### src/rtl/attex_pkg.sv
// Shared types, address map and region decoder for the CD-i system bus controller.
// Also reused by the bench to classify addresses.
package attex_pkg;

    typedef enum logic [2:0] {
        REG_NONE,
        REG_MCD,
        REG_CDIC,
        REG_SLAVE,
        REG_NVRAM,
        REG_ERR
    } region_e;

    typedef enum logic [1:0] {
        ST_IDLE,
        ST_WAIT,
        ST_ACK,
        ST_ERROR
    } state_e;

    localparam logic [23:0] MCD_LO_LIMIT = 24'h27FFFF;
    localparam logic [23:0] MCD_HI_BASE  = 24'h400000;
    localparam logic [23:0] MCD_HI_LIMIT = 24'h5FFFFF;
    localparam logic [23:0] ERR_LO_BASE  = 24'h600000;
    localparam logic [23:0] ERR_LO_LIMIT = 24'hCFFFFF;
    localparam logic [23:0] ERR_HI_BASE  = 24'hF00000;
    localparam logic [7:0]  CDIC_PAGE    = 8'h30;
    localparam logic [7:0]  SLAVE_PAGE   = 8'h31;
    localparam logic [7:0]  NVRAM_PAGE   = 8'h32;

    // Takes the CPU word address; checks run in priority order, ERR first.
    function automatic region_e decode_region(input logic [22:0] addr);
        logic [23:0] a;
        region_e     r;
        a = {addr, 1'b0};
        if ((a >= ERR_LO_BASE && a <= ERR_LO_LIMIT) || a >= ERR_HI_BASE)
            r = REG_ERR;
        else if (a[23:16] == CDIC_PAGE)
            r = REG_CDIC;
        else if (a[23:16] == SLAVE_PAGE)
            r = REG_SLAVE;
        else if (a[23:16] == NVRAM_PAGE)
            r = REG_NVRAM;
        else if (a <= MCD_LO_LIMIT || (a >= MCD_HI_BASE && a <= MCD_HI_LIMIT))
            r = REG_MCD;
        else
            r = REG_NONE;
        return r;
    endfunction

endpackage

### src/rtl/attex_bus_ctrl_if.sv
// CPU-side and device-side bus signals of the controller.
// slave modport is the controller's view; master is the CPU/device environment.
interface attex_bus_ctrl_if;
    logic        as;
    logic        uds;
    logic        lds;
    logic        write_strobe;
    logic [22:0] addr;
    logic [15:0] data_in;
    logic        bus_ack;
    logic        bus_err;
    logic        cs_mcd212;
    logic        cs_cdic;
    logic        cs_slave;
    logic        cs_nvram;
    logic [15:0] mcd212_dout;
    logic        mcd212_bus_ack;
    logic [15:0] cdic_dout;
    logic [15:0] slave_dout;
    logic        dtackslaven;
    logic [7:0]  nvram_dout;
    logic        slave_irq;

    modport slave (
        input  as, uds, lds, write_strobe, addr,
        input  mcd212_dout, mcd212_bus_ack, cdic_dout, slave_dout, dtackslaven, nvram_dout,
        output data_in, bus_ack, bus_err,
        output cs_mcd212, cs_cdic, cs_slave, cs_nvram, slave_irq
    );

    modport master (
        output as, uds, lds, write_strobe, addr,
        output mcd212_dout, mcd212_bus_ack, cdic_dout, slave_dout, dtackslaven, nvram_dout,
        input  data_in, bus_ack, bus_err,
        input  cs_mcd212, cs_cdic, cs_slave, cs_nvram, slave_irq
    );
endinterface

### src/rtl/attex_slave_irq_timer.sv
// Delayed one-cycle interrupt pulse toward the 68HC05; a reload restarts the delay.
// Pulse is high while the counter holds 1, i.e. DELAY-1 cycles after the load edge.
module attex_slave_irq_timer #(
    parameter int unsigned DELAY = 20
) (
    input  logic clk,
    input  logic reset,
    input  logic i_load,
    output logic o_irq
);
    logic [7:0] r_cnt;

    always_ff @(posedge clk) begin
        if (reset)
            r_cnt <= 8'd0;
        else if (i_load)
            r_cnt <= 8'(DELAY);
        else if (r_cnt != 8'd0)
            r_cnt <= r_cnt - 8'd1;
    end

    assign o_irq = (r_cnt == 8'd1);
endmodule

### src/rtl/attex_bus_ctrl.sv
// CD-i bus controller: decodes scc68070 cycles, drives one registered chip select,
// sequences DTACK / bus error, registers read data and launches the slave irq timer.
module attex_bus_ctrl
    import attex_pkg::*;
#(
    parameter int unsigned CDIC_WAIT       = 2,
    parameter int unsigned NVRAM_WAIT      = 1,
    parameter int unsigned TIMEOUT_CYCLES  = 255,
    parameter int unsigned SLAVE_IRQ_DELAY = 20
) (
    input  logic             clk,
    input  logic             reset,
    attex_bus_ctrl_if.slave  bus
);
    localparam logic [7:0] LP_CDIC_WAIT  = 8'(CDIC_WAIT);
    localparam logic [7:0] LP_NVRAM_WAIT = 8'(NVRAM_WAIT);
    localparam logic [7:0] LP_TIMEOUT    = 8'(TIMEOUT_CYCLES);

    state_e      r_state;
    state_e      w_state_nxt;
    region_e     r_region;
    region_e     w_region;
    region_e     w_cs_region;
    logic        r_write;
    logic [7:0]  r_cnt;
    logic        r_dtack_q;
    logic [15:0] r_data;
    logic        r_ack;
    logic        r_err;
    logic        r_cs_mcd;
    logic        r_cs_cdic;
    logic        r_cs_slave;
    logic        r_cs_nvram;
    logic        w_start;
    logic        w_done;
    logic        w_dtack_rise;
    logic        w_bus_active;
    logic        w_irq_load;
    logic [15:0] w_rd_mux;

    assign w_start      = bus.as && (bus.uds || bus.lds);
    assign w_region     = decode_region(bus.addr);
    assign w_dtack_rise = bus.dtackslaven && !r_dtack_q;

    // r_cnt counts WAIT cycles including the current one, so it reads 1 on WAIT entry.
    always_comb begin
        w_done = 1'b0;
        case (r_region)
            REG_CDIC:  w_done = (r_cnt == LP_CDIC_WAIT);
            REG_NVRAM: w_done = (r_cnt == LP_NVRAM_WAIT);
            REG_MCD:   w_done = bus.mcd212_bus_ack;
            REG_SLAVE: w_done = w_dtack_rise;
            default:   w_done = 1'b0;
        endcase
    end

    always_comb begin
        w_rd_mux = 16'd0;
        case (r_region)
            REG_CDIC:  w_rd_mux = bus.cdic_dout;
            REG_NVRAM: w_rd_mux = {bus.nvram_dout, bus.nvram_dout};
            REG_MCD:   w_rd_mux = bus.mcd212_dout;
            REG_SLAVE: w_rd_mux = bus.slave_dout;
            default:   w_rd_mux = 16'd0;
        endcase
    end

    always_comb begin
        w_state_nxt = r_state;
        case (r_state)
            ST_IDLE: begin
                if (w_start)
                    w_state_nxt = (w_region == REG_ERR) ? ST_ERROR : ST_WAIT;
            end
            ST_WAIT: begin
                if (!w_start)
                    w_state_nxt = ST_IDLE;
                else if (w_done)
                    w_state_nxt = ST_ACK;
                else if (r_cnt == LP_TIMEOUT)
                    w_state_nxt = ST_ERROR;
            end
            ST_ACK: begin
                if (!bus.as)
                    w_state_nxt = ST_IDLE;
            end
            ST_ERROR: begin
                if (!bus.as)
                    w_state_nxt = ST_IDLE;
            end
            default: w_state_nxt = ST_IDLE;
        endcase
    end

    always_ff @(posedge clk) begin
        if (reset)
            r_state <= ST_IDLE;
        else
            r_state <= w_state_nxt;
    end

    // Chip selects follow the next state so they appear the cycle after the strobe.
    assign w_cs_region  = (r_state == ST_IDLE) ? w_region : r_region;
    assign w_bus_active = (w_state_nxt == ST_WAIT) || (w_state_nxt == ST_ACK);
    assign w_irq_load   = (r_state == ST_IDLE) && (w_state_nxt == ST_WAIT) &&
                          (w_region == REG_SLAVE);

    always_ff @(posedge clk) begin
        if (reset) begin
            r_region   <= REG_NONE;
            r_write    <= 1'b0;
            r_cnt      <= 8'd0;
            r_dtack_q  <= 1'b0;
            r_data     <= 16'd0;
            r_ack      <= 1'b0;
            r_err      <= 1'b0;
            r_cs_mcd   <= 1'b0;
            r_cs_cdic  <= 1'b0;
            r_cs_slave <= 1'b0;
            r_cs_nvram <= 1'b0;
        end else begin
            r_dtack_q <= bus.dtackslaven;
            if (r_state == ST_IDLE && w_start) begin
                r_region <= w_region;
                r_write  <= bus.write_strobe;
                r_cnt    <= 8'd1;
            end else if (r_state == ST_WAIT) begin
                r_cnt <= r_cnt + 8'd1;
            end
            if (r_state == ST_WAIT && w_state_nxt == ST_ACK && !r_write)
                r_data <= w_rd_mux;
            r_ack      <= (w_state_nxt == ST_ACK);
            r_err      <= (w_state_nxt == ST_ERROR);
            r_cs_mcd   <= w_bus_active && (w_cs_region == REG_MCD);
            r_cs_cdic  <= w_bus_active && (w_cs_region == REG_CDIC);
            r_cs_slave <= w_bus_active && (w_cs_region == REG_SLAVE);
            r_cs_nvram <= w_bus_active && (w_cs_region == REG_NVRAM);
        end
    end

    attex_slave_irq_timer #(
        .DELAY (SLAVE_IRQ_DELAY)
    ) u_irq_timer (
        .clk    (clk),
        .reset  (reset),
        .i_load (w_irq_load),
        .o_irq  (bus.slave_irq)
    );

    assign bus.data_in   = r_data;
    assign bus.bus_ack   = r_ack;
    assign bus.bus_err   = r_err;
    assign bus.cs_mcd212 = r_cs_mcd;
    assign bus.cs_cdic   = r_cs_cdic;
    assign bus.cs_slave  = r_cs_slave;
    assign bus.cs_nvram  = r_cs_nvram;
endmodule

### src/flat_wrapper.sv
// flat-port wrapper written by rule: the top's interface ports become plain ports
module attex_bus_ctrl_flat import attex_pkg::*;
#(
    parameter int unsigned CDIC_WAIT       = 2,
    parameter int unsigned NVRAM_WAIT      = 1,
    parameter int unsigned TIMEOUT_CYCLES  = 255,
    parameter int unsigned SLAVE_IRQ_DELAY = 20
)
  (clk, reset, bus_as, bus_uds, bus_lds, bus_write_strobe, bus_addr, bus_mcd212_dout, bus_mcd212_bus_ack, bus_cdic_dout, bus_slave_dout, bus_dtackslaven, bus_nvram_dout, bus_data_in, bus_bus_ack, bus_bus_err, bus_cs_mcd212, bus_cs_cdic, bus_cs_slave, bus_cs_nvram, bus_slave_irq);
  attex_bus_ctrl_if bus_i ();
  input  logic clk;
  input  logic reset;
  input wire logic [$bits(bus_i.as)-1:0] bus_as;
  input wire logic [$bits(bus_i.uds)-1:0] bus_uds;
  input wire logic [$bits(bus_i.lds)-1:0] bus_lds;
  input wire logic [$bits(bus_i.write_strobe)-1:0] bus_write_strobe;
  input wire logic [$bits(bus_i.addr)-1:0] bus_addr;
  input wire logic [$bits(bus_i.mcd212_dout)-1:0] bus_mcd212_dout;
  input wire logic [$bits(bus_i.mcd212_bus_ack)-1:0] bus_mcd212_bus_ack;
  input wire logic [$bits(bus_i.cdic_dout)-1:0] bus_cdic_dout;
  input wire logic [$bits(bus_i.slave_dout)-1:0] bus_slave_dout;
  input wire logic [$bits(bus_i.dtackslaven)-1:0] bus_dtackslaven;
  input wire logic [$bits(bus_i.nvram_dout)-1:0] bus_nvram_dout;
  output wire logic [$bits(bus_i.data_in)-1:0] bus_data_in;
  output wire logic [$bits(bus_i.bus_ack)-1:0] bus_bus_ack;
  output wire logic [$bits(bus_i.bus_err)-1:0] bus_bus_err;
  output wire logic [$bits(bus_i.cs_mcd212)-1:0] bus_cs_mcd212;
  output wire logic [$bits(bus_i.cs_cdic)-1:0] bus_cs_cdic;
  output wire logic [$bits(bus_i.cs_slave)-1:0] bus_cs_slave;
  output wire logic [$bits(bus_i.cs_nvram)-1:0] bus_cs_nvram;
  output wire logic [$bits(bus_i.slave_irq)-1:0] bus_slave_irq;
  assign bus_i.as = bus_as;
  assign bus_i.uds = bus_uds;
  assign bus_i.lds = bus_lds;
  assign bus_i.write_strobe = bus_write_strobe;
  assign bus_i.addr = bus_addr;
  assign bus_i.mcd212_dout = bus_mcd212_dout;
  assign bus_i.mcd212_bus_ack = bus_mcd212_bus_ack;
  assign bus_i.cdic_dout = bus_cdic_dout;
  assign bus_i.slave_dout = bus_slave_dout;
  assign bus_i.dtackslaven = bus_dtackslaven;
  assign bus_i.nvram_dout = bus_nvram_dout;
  assign bus_data_in = bus_i.data_in;
  assign bus_bus_ack = bus_i.bus_ack;
  assign bus_bus_err = bus_i.bus_err;
  assign bus_cs_mcd212 = bus_i.cs_mcd212;
  assign bus_cs_cdic = bus_i.cs_cdic;
  assign bus_cs_slave = bus_i.cs_slave;
  assign bus_cs_nvram = bus_i.cs_nvram;
  assign bus_slave_irq = bus_i.slave_irq;
  attex_bus_ctrl #(.CDIC_WAIT(CDIC_WAIT), .NVRAM_WAIT(NVRAM_WAIT), .TIMEOUT_CYCLES(TIMEOUT_CYCLES), .SLAVE_IRQ_DELAY(SLAVE_IRQ_DELAY)) u_core (.clk(clk), .reset(reset), .bus(bus_i));
endmodule
### config.mk
export PLATFORM = sky130hd
export DESIGN_NAME = attex_bus_ctrl_flat
export DESIGN_NICKNAME = d
export VERILOG_FILES = /design/src/rtl/attex_pkg.sv /design/src/rtl/attex_bus_ctrl_if.sv /design/src/rtl/attex_slave_irq_timer.sv /design/src/rtl/attex_bus_ctrl.sv /design/src/flat_wrapper.sv
export SDC_FILE = /design/constraint.sdc
export NUM_CORES = 1
export LEC_CHECK = 0
export ABC_AREA = 1
export BUFFER_PORTS_ARGS = -buffer_cell sky130_fd_sc_hd__buf_2
export CAP_MARGIN = 10
export CORE_MARGIN = 4
export CORE_UTILIZATION = 47
export DETAILED_ROUTE_END_ITERATION = 6
export HOLD_SLACK_MARGIN = 0.15
export PLACE_DENSITY = 0.83
export SETUP_SLACK_MARGIN = 0.5
export SYNTH_ARGS = -nofsm -noshare
export SYNTH_HDL_FRONTEND = slang
export SYNTH_SLANG_ARGS = --single-unit
### constraint.sdc
create_clock -name clk -period 2.6 [get_ports clk]
set_input_delay 0.26 -clock clk [delete_from_list [all_inputs] [get_ports clk]]
set_output_delay 0.26 -clock clk [all_outputs]
set_load 0.01 [all_outputs]
# Word level (Yosys, flattened, before mapping)
# Index checks and enable logic that the tools add are counted.
[totals] elab_cells=91 output_inout_bits=23 regBits=45 inputBits=87
[op_classes] magnitude_cmp=6 n_mux=19 n_eq_ne=23 add_sub_neg=2 n_reduce_logical=26
[op_table] operator="$pmux 16 s4" n=1
[op_table] operator="$ge 24x23->1 const B" n=2
[op_table] operator="$eq 8x6->1 const B" n=3
[op_table] operator="$ge 24x24->1 const B" n=1
[op_table] operator="$le 24x22->1 const B" n=1
[op_table] operator="$le 24x23->1 const B" n=1
[op_table] operator="$le 24x24->1 const B" n=1
[op_table] operator="$eq 8x1->1 const B" n=2
[op_table] operator="$eq 3x2->1 const B" n=5
[op_table] operator="$mux 3" n=5
[op_table] operator="$logic_and 1x1->1" n=13
[op_table] operator="$mux 2" n=6
[op_table] operator="$mux 5" n=2
[op_table] operator="$eq 3x3->1 const B" n=3
[op_table] operator="$add 8x1->8 const B" n=1
[op_table] operator="$eq 2x2->1 const B" n=4
[op_table] operator="$eq 8x2->1 const B" n=1
[op_table] operator="$eq 8x8->1 const B" n=1
[op_table] operator="$reduce_bool 8->1" n=1
[op_table] operator="$sub 8x1->8 const B" n=1
[op_table] operator="$eq 3x1->1 const B" n=2
[op_table] operator="$pmux 2 s3" n=1
[op_table] operator="$reduce_or 2->1" n=3
[op_table] operator="$eq 2x1->1 const B" n=2
[op_table] operator="6 further kinds" n=13

# Depth between registers and ports, before layout
[logic_depth] depth_word=16 ltp_mapped=15 mapped_depth_nobuf=14

# Modules after synthesis
# A second synthesis with hierarchy kept.
[unflattened] hier_cells=390 hier_area_um2=2507.4
[modules_own_cells] mod="attex_bus_ctrl" seq_area_each_um2=740.7 n_inst=1 cells_each=327 area_per_inst_um2=2069.5
[modules_own_cells] mod="attex_slave_irq_timer" seq_area_each_um2=160.2 n_inst=1 cells_each=63 area_per_inst_um2=437.9

# Least setup slack after synthesis
# OpenSTA, ideal clock, no wires.
[synth_path] path_kind="reg2reg" start="reg u_core.r_region[0]" end="reg u_core.r_data[10] (netlist: u_core.bus.data_in[10])" arrival_ps=1888 path_stages_with_launch=14 setup_time_ps=132 n_path_buf=1 slack_ps=580 required_time_ps=2468 period_less_slack_ps=2020 cell_sequence="dfxtp_1 -> nand3_1 -> nor2_1 -> nor2_1 -> nand3_1 -> nand2_1 -> nand3_1 -> ha_1 -> inv_1 -> nor3_4 -> inv_2 -> buf_2 -> nand2_1 -> a21oi_1"
[synth_between] elab_chain_cells=8 word_cells_on_any_way=12 classes_between="5 x eq/ne; 5 x mux; 2 x reduce/logical"
[synth_rtl] item="start: declaration" line_no="attex_bus_ctrl.sv:21" rtl="region_e r_region;"
[synth_rtl] item="start signal: assignment" line_no="attex_bus_ctrl.sv:124" rtl="r_region <= w_region;"
[synth_rtl] item="$eq 3x2->1 (tied with other cells)" line_no="attex_bus_ctrl.sv:48" rtl="case (r_region)"
[synth_rtl] item="$pmux 1 s4 *" line_no="attex_bus_ctrl.sv:48"
[synth_rtl] item="$mux 2 *" line_no="attex_bus_ctrl.sv:78" rtl="else if (w_done)"
[synth_rtl] item="$mux 2 *" line_no="attex_bus_ctrl.sv:76" rtl="if (!w_start)"
[synth_rtl] item="$pmux 2 s3 *" line_no="attex_bus_ctrl.sv:70" rtl="case (r_state)"
[synth_rtl] item="net u_core.w_state_nxt[1]" line_no="attex_bus_ctrl.sv:20" rtl="state_e w_state_nxt;"
[synth_rtl] item="$eq 2x2->1 *" line_no="attex_bus_ctrl.sv:130" rtl="if (r_state == ST_WAIT && w_state_nxt == ST_ACK && !r_write)"
[synth_rtl] item="$logic_and 1x1->1 * (2 in a row)" line_no="attex_bus_ctrl.sv:130"
[synth_rtl] item="end signal: assignment" line_no="attex_bus_ctrl.sv:131" rtl="r_data <= w_rd_mux;"
[synth_rtl] item="end: declaration" line_no="attex_bus_ctrl.sv:27" rtl="logic [15:0] r_data;"
# Mark *: on every way through the listed nets, which the timed path passes. The rest lies on a longest branch.
# A chain may end at the register's enable or synchronous reset.

# Final worst setup path
[layout_path] start="reg u_core.r_cnt[0]" end="reg u_core.r_data[1] (netlist: u_core.bus.data_in[1])"
[layout_between] elab_chain_cells=8 word_cells_on_any_way=11 classes_between="4 x eq/ne; 5 x mux; 2 x reduce/logical"
[layout_rtl] item="start: declaration" line_no="attex_bus_ctrl.sv:25" rtl="logic [7:0] r_cnt;"
[layout_rtl] item="start signal: assignment" line_no="attex_bus_ctrl.sv:128" rtl="r_cnt <= r_cnt + 8'd1;"
[layout_rtl] item="$eq 8x1->1 (tied with other cells)" line_no="attex_bus_ctrl.sv:50" rtl="REG_NVRAM: w_done = (r_cnt == LP_NVRAM_WAIT);"
[layout_rtl] item="$pmux 1 s4 / $mux 2 (equally long branches)" line_no="attex_bus_ctrl.sv:48, attex_bus_ctrl.sv:80"
[layout_rtl] item="$mux 2 *" line_no="attex_bus_ctrl.sv:78"
[layout_rtl] item="$mux 2 *" line_no="attex_bus_ctrl.sv:76"
[layout_rtl] item="$pmux 2 s3 *" line_no="attex_bus_ctrl.sv:70"
[layout_rtl] item="net u_core.w_state_nxt[1]" line_no="attex_bus_ctrl.sv:20"
[layout_rtl] item="$eq 2x2->1 *" line_no="attex_bus_ctrl.sv:130"
[layout_rtl] item="$logic_and 1x1->1 * (2 in a row)" line_no="attex_bus_ctrl.sv:130"
# Marks and branches as above.

==> summary.txt <==
Status
  – Outcome: finished, final reports clean

Global route
  – Grt ovf: 0
  – Largest net degree at the start of global routing: 25
  – Number of global-route vias before repair: 2541
  – First-pass GRT wire length: 10700 um
  – GRT Overall Usage: 0.207
  – Initial antenna violation count: 0

Floorplanning
  – Die Height: 80.5 um
  – I/O pin count: 110
  – Core Footprint: 0.00511 mm2
  – Die area: 0.00647 mm2
  – Row cnt: 26
  – Starting Density: 0.483
  – Die W: 80.5 um

Clock network
  – Num CTS Buffers: 5
  – Clock H-tree levels: 2
  – CTS tree: done
  – Clock latency on the worst-skew pair: 0.29 ns
  – CTS sink count: 45
  – Hold_buf cts: 0
  – Clk slew on worst S/H paths: 0.09 ns
  – Root Driver: clkbuf_8
  – Maximum clock path buffer count: 2

Drt
  – DRC viols: 0
  – Met2 wire len: 3500 um
  – Final wirelength: 6990 um
  – Routed via count divided by cell count: 4.97
  – Wire per inst: 12.6 um
  – Max layer used: met4
  – Met3 wire len: 671 um
  – DR pass1 iterations: 5
  – DR vias: 2751
  – Met1 Routed Length: 2710 um
  – Initial DRC Count: 183
  – Antenna Nets Post-Route: 0

STA
  – RSZ-0062 raised after global routing: false
  – Final Slew Violations: 0
  – Min Tclk post-route: 1.98 ns
  – Max_slew headroom: 0.587
  – Worst-Margin Slew: 0.617 ns
  – Final Hold Fails: 0
  – TNS Setup: 0 ns
  – Skew final: 0.00809 ns
  – Final period util: 0.761
  – Final setup vio count: 0
  – Fmax: 0.506 GHz

Synth
  – Syn. warnings: 0
  – Synth unique cells: 28
  – Post-synth EDFFs: 0
  – Main synth FF type: dfxtp_1
  – Syn Nets: 473
  – Syn_area_per_cell: 6.51 um2
  – FFs w/ async S/R, synth: 0
  – Synth Register Bits: 45
  – Mapped Area: 0.00247 mm2
  – Register area share after synthesis: 0.365
  – Cells after synthesis: 379

Final layout
  – Non-Filler Instances: 553
  – Filler cells: 468
  – # diodes: 0
  – Area Growth Syn to Fin: 31.7%
  – Layout Nets: 576
  – Share of post-route cells with drive strength above 1: 0.308

Setup path
  – CP Max Fanout: 16
  – Required time worst endpoint: 2.78 ns
  – WP data arrival: 2.15 ns
  – Kind of critical path: reg2reg
  – Crit-path max cell delay: 0.39 ns
  – CP max-delay cell: dfxtp_2
  – Worst setup EP type: flip-flop
  – Startpoint Class: flip-flop
  – Cells along the critical path: ha_4 > inv_1 > nor3_2 > nand2_1 > nand3_1 > nand2_1 > nand3_2 > ha_4 > inv_1 > nor3_4 > buf_6 > inv_6 > nand2_2 > a21oi_1

Placement
  – Number of port buffers: 94
  – Placed insts: 538
  – Hpwl dp: 5290 um
  – Gp weighted congestion: 0.856

Power and ir drop
  – Pwr Density: 528 mW/mm2
  – P_leak: 1.57 nW
  – Combinational power share: 0.291
  – Sw Share: 0.337
  – Clock group share of total power: 0.249
  – Psw: 0.578 mW
  – Sequential power share: 0.459
  – Int Pwr: 1.14 mW
  – Max VDD drop: 0.615 mV

Min path
  – Hold Path Class: in2reg

Run
  – Maxcap violations: 0
==> cells in the final DEF (no fill, tap or decap), drive strengths merged <==
| cell type | instances |
|---|---|
| nor3 | 8 |
| a31oi | 2 |
| o21a | 1 |
| inv | 46 |
| buf | 104 |
| nand3 | 22 |
| or2 | 1 |
| xnor2 | 2 |
| a21oi | 26 |
| o31ai | 2 |
| nor2 | 37 |
| nand2 | 137 |
| dfxtp | 45 |
| nand4 | 21 |
| xor2 | 2 |
| ha | 7 |
| clkinv | 4 |
| a211oi | 2 |
| clkbuf | 5 |
| o21ai | 9 |
==> kinds of logic (layout without fill, tap and decap cells) <==
group,after synthesis,count (layout),synth area share
flip-flops,45,45,0.365
adder cells (fa/ha/maj),7,7,0.0355
buffers and inverters,55,159,0.0948
AND/OR/NAND/NOR,226,226,0.399
AO/OA/AOI/OAI,42,42,0.0913
XOR/XNOR,4,4,0.0142
==> timing repair <==
action | 4_1_cts | 5_1_grt
cloned | 0 | 1
gates resized for setup | 5 | 37
endpoints found under the setup margin | 16 | 25
setup buffers | 2 | 4
pin swaps | 1 | 4
==> metrics by stage <==
stage | setup slack [ns] | area (um2) | power, mW | hold WS [ns] | util
after floorplan | 0.580 | 2470 | 1.14 | 0.367 | -
after global placement | 0.396 | 2990 | 1.27 | 0.452 | 0.585
after detailed placement | 0.262 | 2990 | 1.28 | 0.456 | 0.585
after CTS | 0.504 | 3110 | 1.71 | 0.192 | 0.608
after global routing | 0.472 | 3250 | 1.84 | 0.191 | 0.636
final | 0.623 | 3250 | 1.72 | 0.194 | 0.636
==> synth_stat cells, types with 2 or more instances <==
master,n,area (um2)
inv_2,6,22.5
nor2_1,36,135
xnor2_1,2,17.5
a211oi_1,2,15.0
nor3_4,3,48.8
o31ai_1,2,15.0
clkbuf_1,3,11.3
a31oi_1,2,12.5
nand3_1,22,110
dfxtp_1,45,901
buf_6,3,33.8
nor3_1,4,20.0
a21oi_1,26,130
o21ai_0,8,40.0
nand2_1,136,510
xor2_1,2,17.5
inv_1,40,150
nand4_1,21,131
ha_1,7,87.6
==> final cells by class <==
class	instances	area, um2	share of cell area
clock buffers	5	68.8	0.0212
clock inverters	3	22.5	0.00693
inverters	47	189	0.0581
multi-input cells	279	1410	0.432
flip-flops and latches	45	921	0.283
well taps	70	87.6	0.0269
repair buffers	104	557	0.171
==> flip-flops by register name, indices dropped and copies added (netlist names) <==
register / cells
u_core.bus.cs_mcd212: 1
u_core.r_cnt: 8
u_core.bus.cs_slave: 1
u_core.r_write: 1
u_core.u_irq_timer.r_cnt: 8
u_core.r_state: 2
u_core.bus.bus_err: 1
u_core.bus.data_in: 16
u_core.bus.cs_cdic: 1
u_core.bus.cs_nvram: 1
u_core.bus.bus_ack: 1
u_core.r_dtack_q: 1
u_core.r_region: 3
==> worst paths after layout <==
check	slack (ns)	end	cells after the start	from
max	0.62	u_core.bus.data_in[1]	14	u_core.r_cnt[0]
min	0.19	u_core.r_dtack_q	3	bus_dtackslaven
max reg2reg	0.62	u_core.bus.data_in[1]	14	u_core.r_cnt[0]
min reg2reg	0.46	u_core.bus.data_in[0]	2	u_core.bus.data_in[0]
==> layer usage <==
layer  global-route usage  vias up
met2                0.397      107
met1                0.218     1214
li1                     -     1422
met5                    0        -
met3               0.0549        8
met4               0.0591        0
==> power by group through the flow <==
stage | clock network [mW] | registers (mW) | logic (mW)
after floorplan | 0 | 0.797 | 0.347
after global placement | 0 | 0.801 | 0.470
after detailed placement | 0 | 0.803 | 0.482
after CTS | 0.438 | 0.788 | 0.486
after global routing | 0.465 | 0.797 | 0.579
final | 0.429 | 0.789 | 0.500
==> critical path: cells and delay by family (launching register included) <==
kind | cells | cell delay [ns]
simple gates | 7 | 0.79
flops | 1 | 0.39
buf+inv | 4 | 0.33
fa+ha+maj | 2 | 0.29
compound gates | 1 | 0.07
Note: power is estimated with default switching activity, not from simulation.
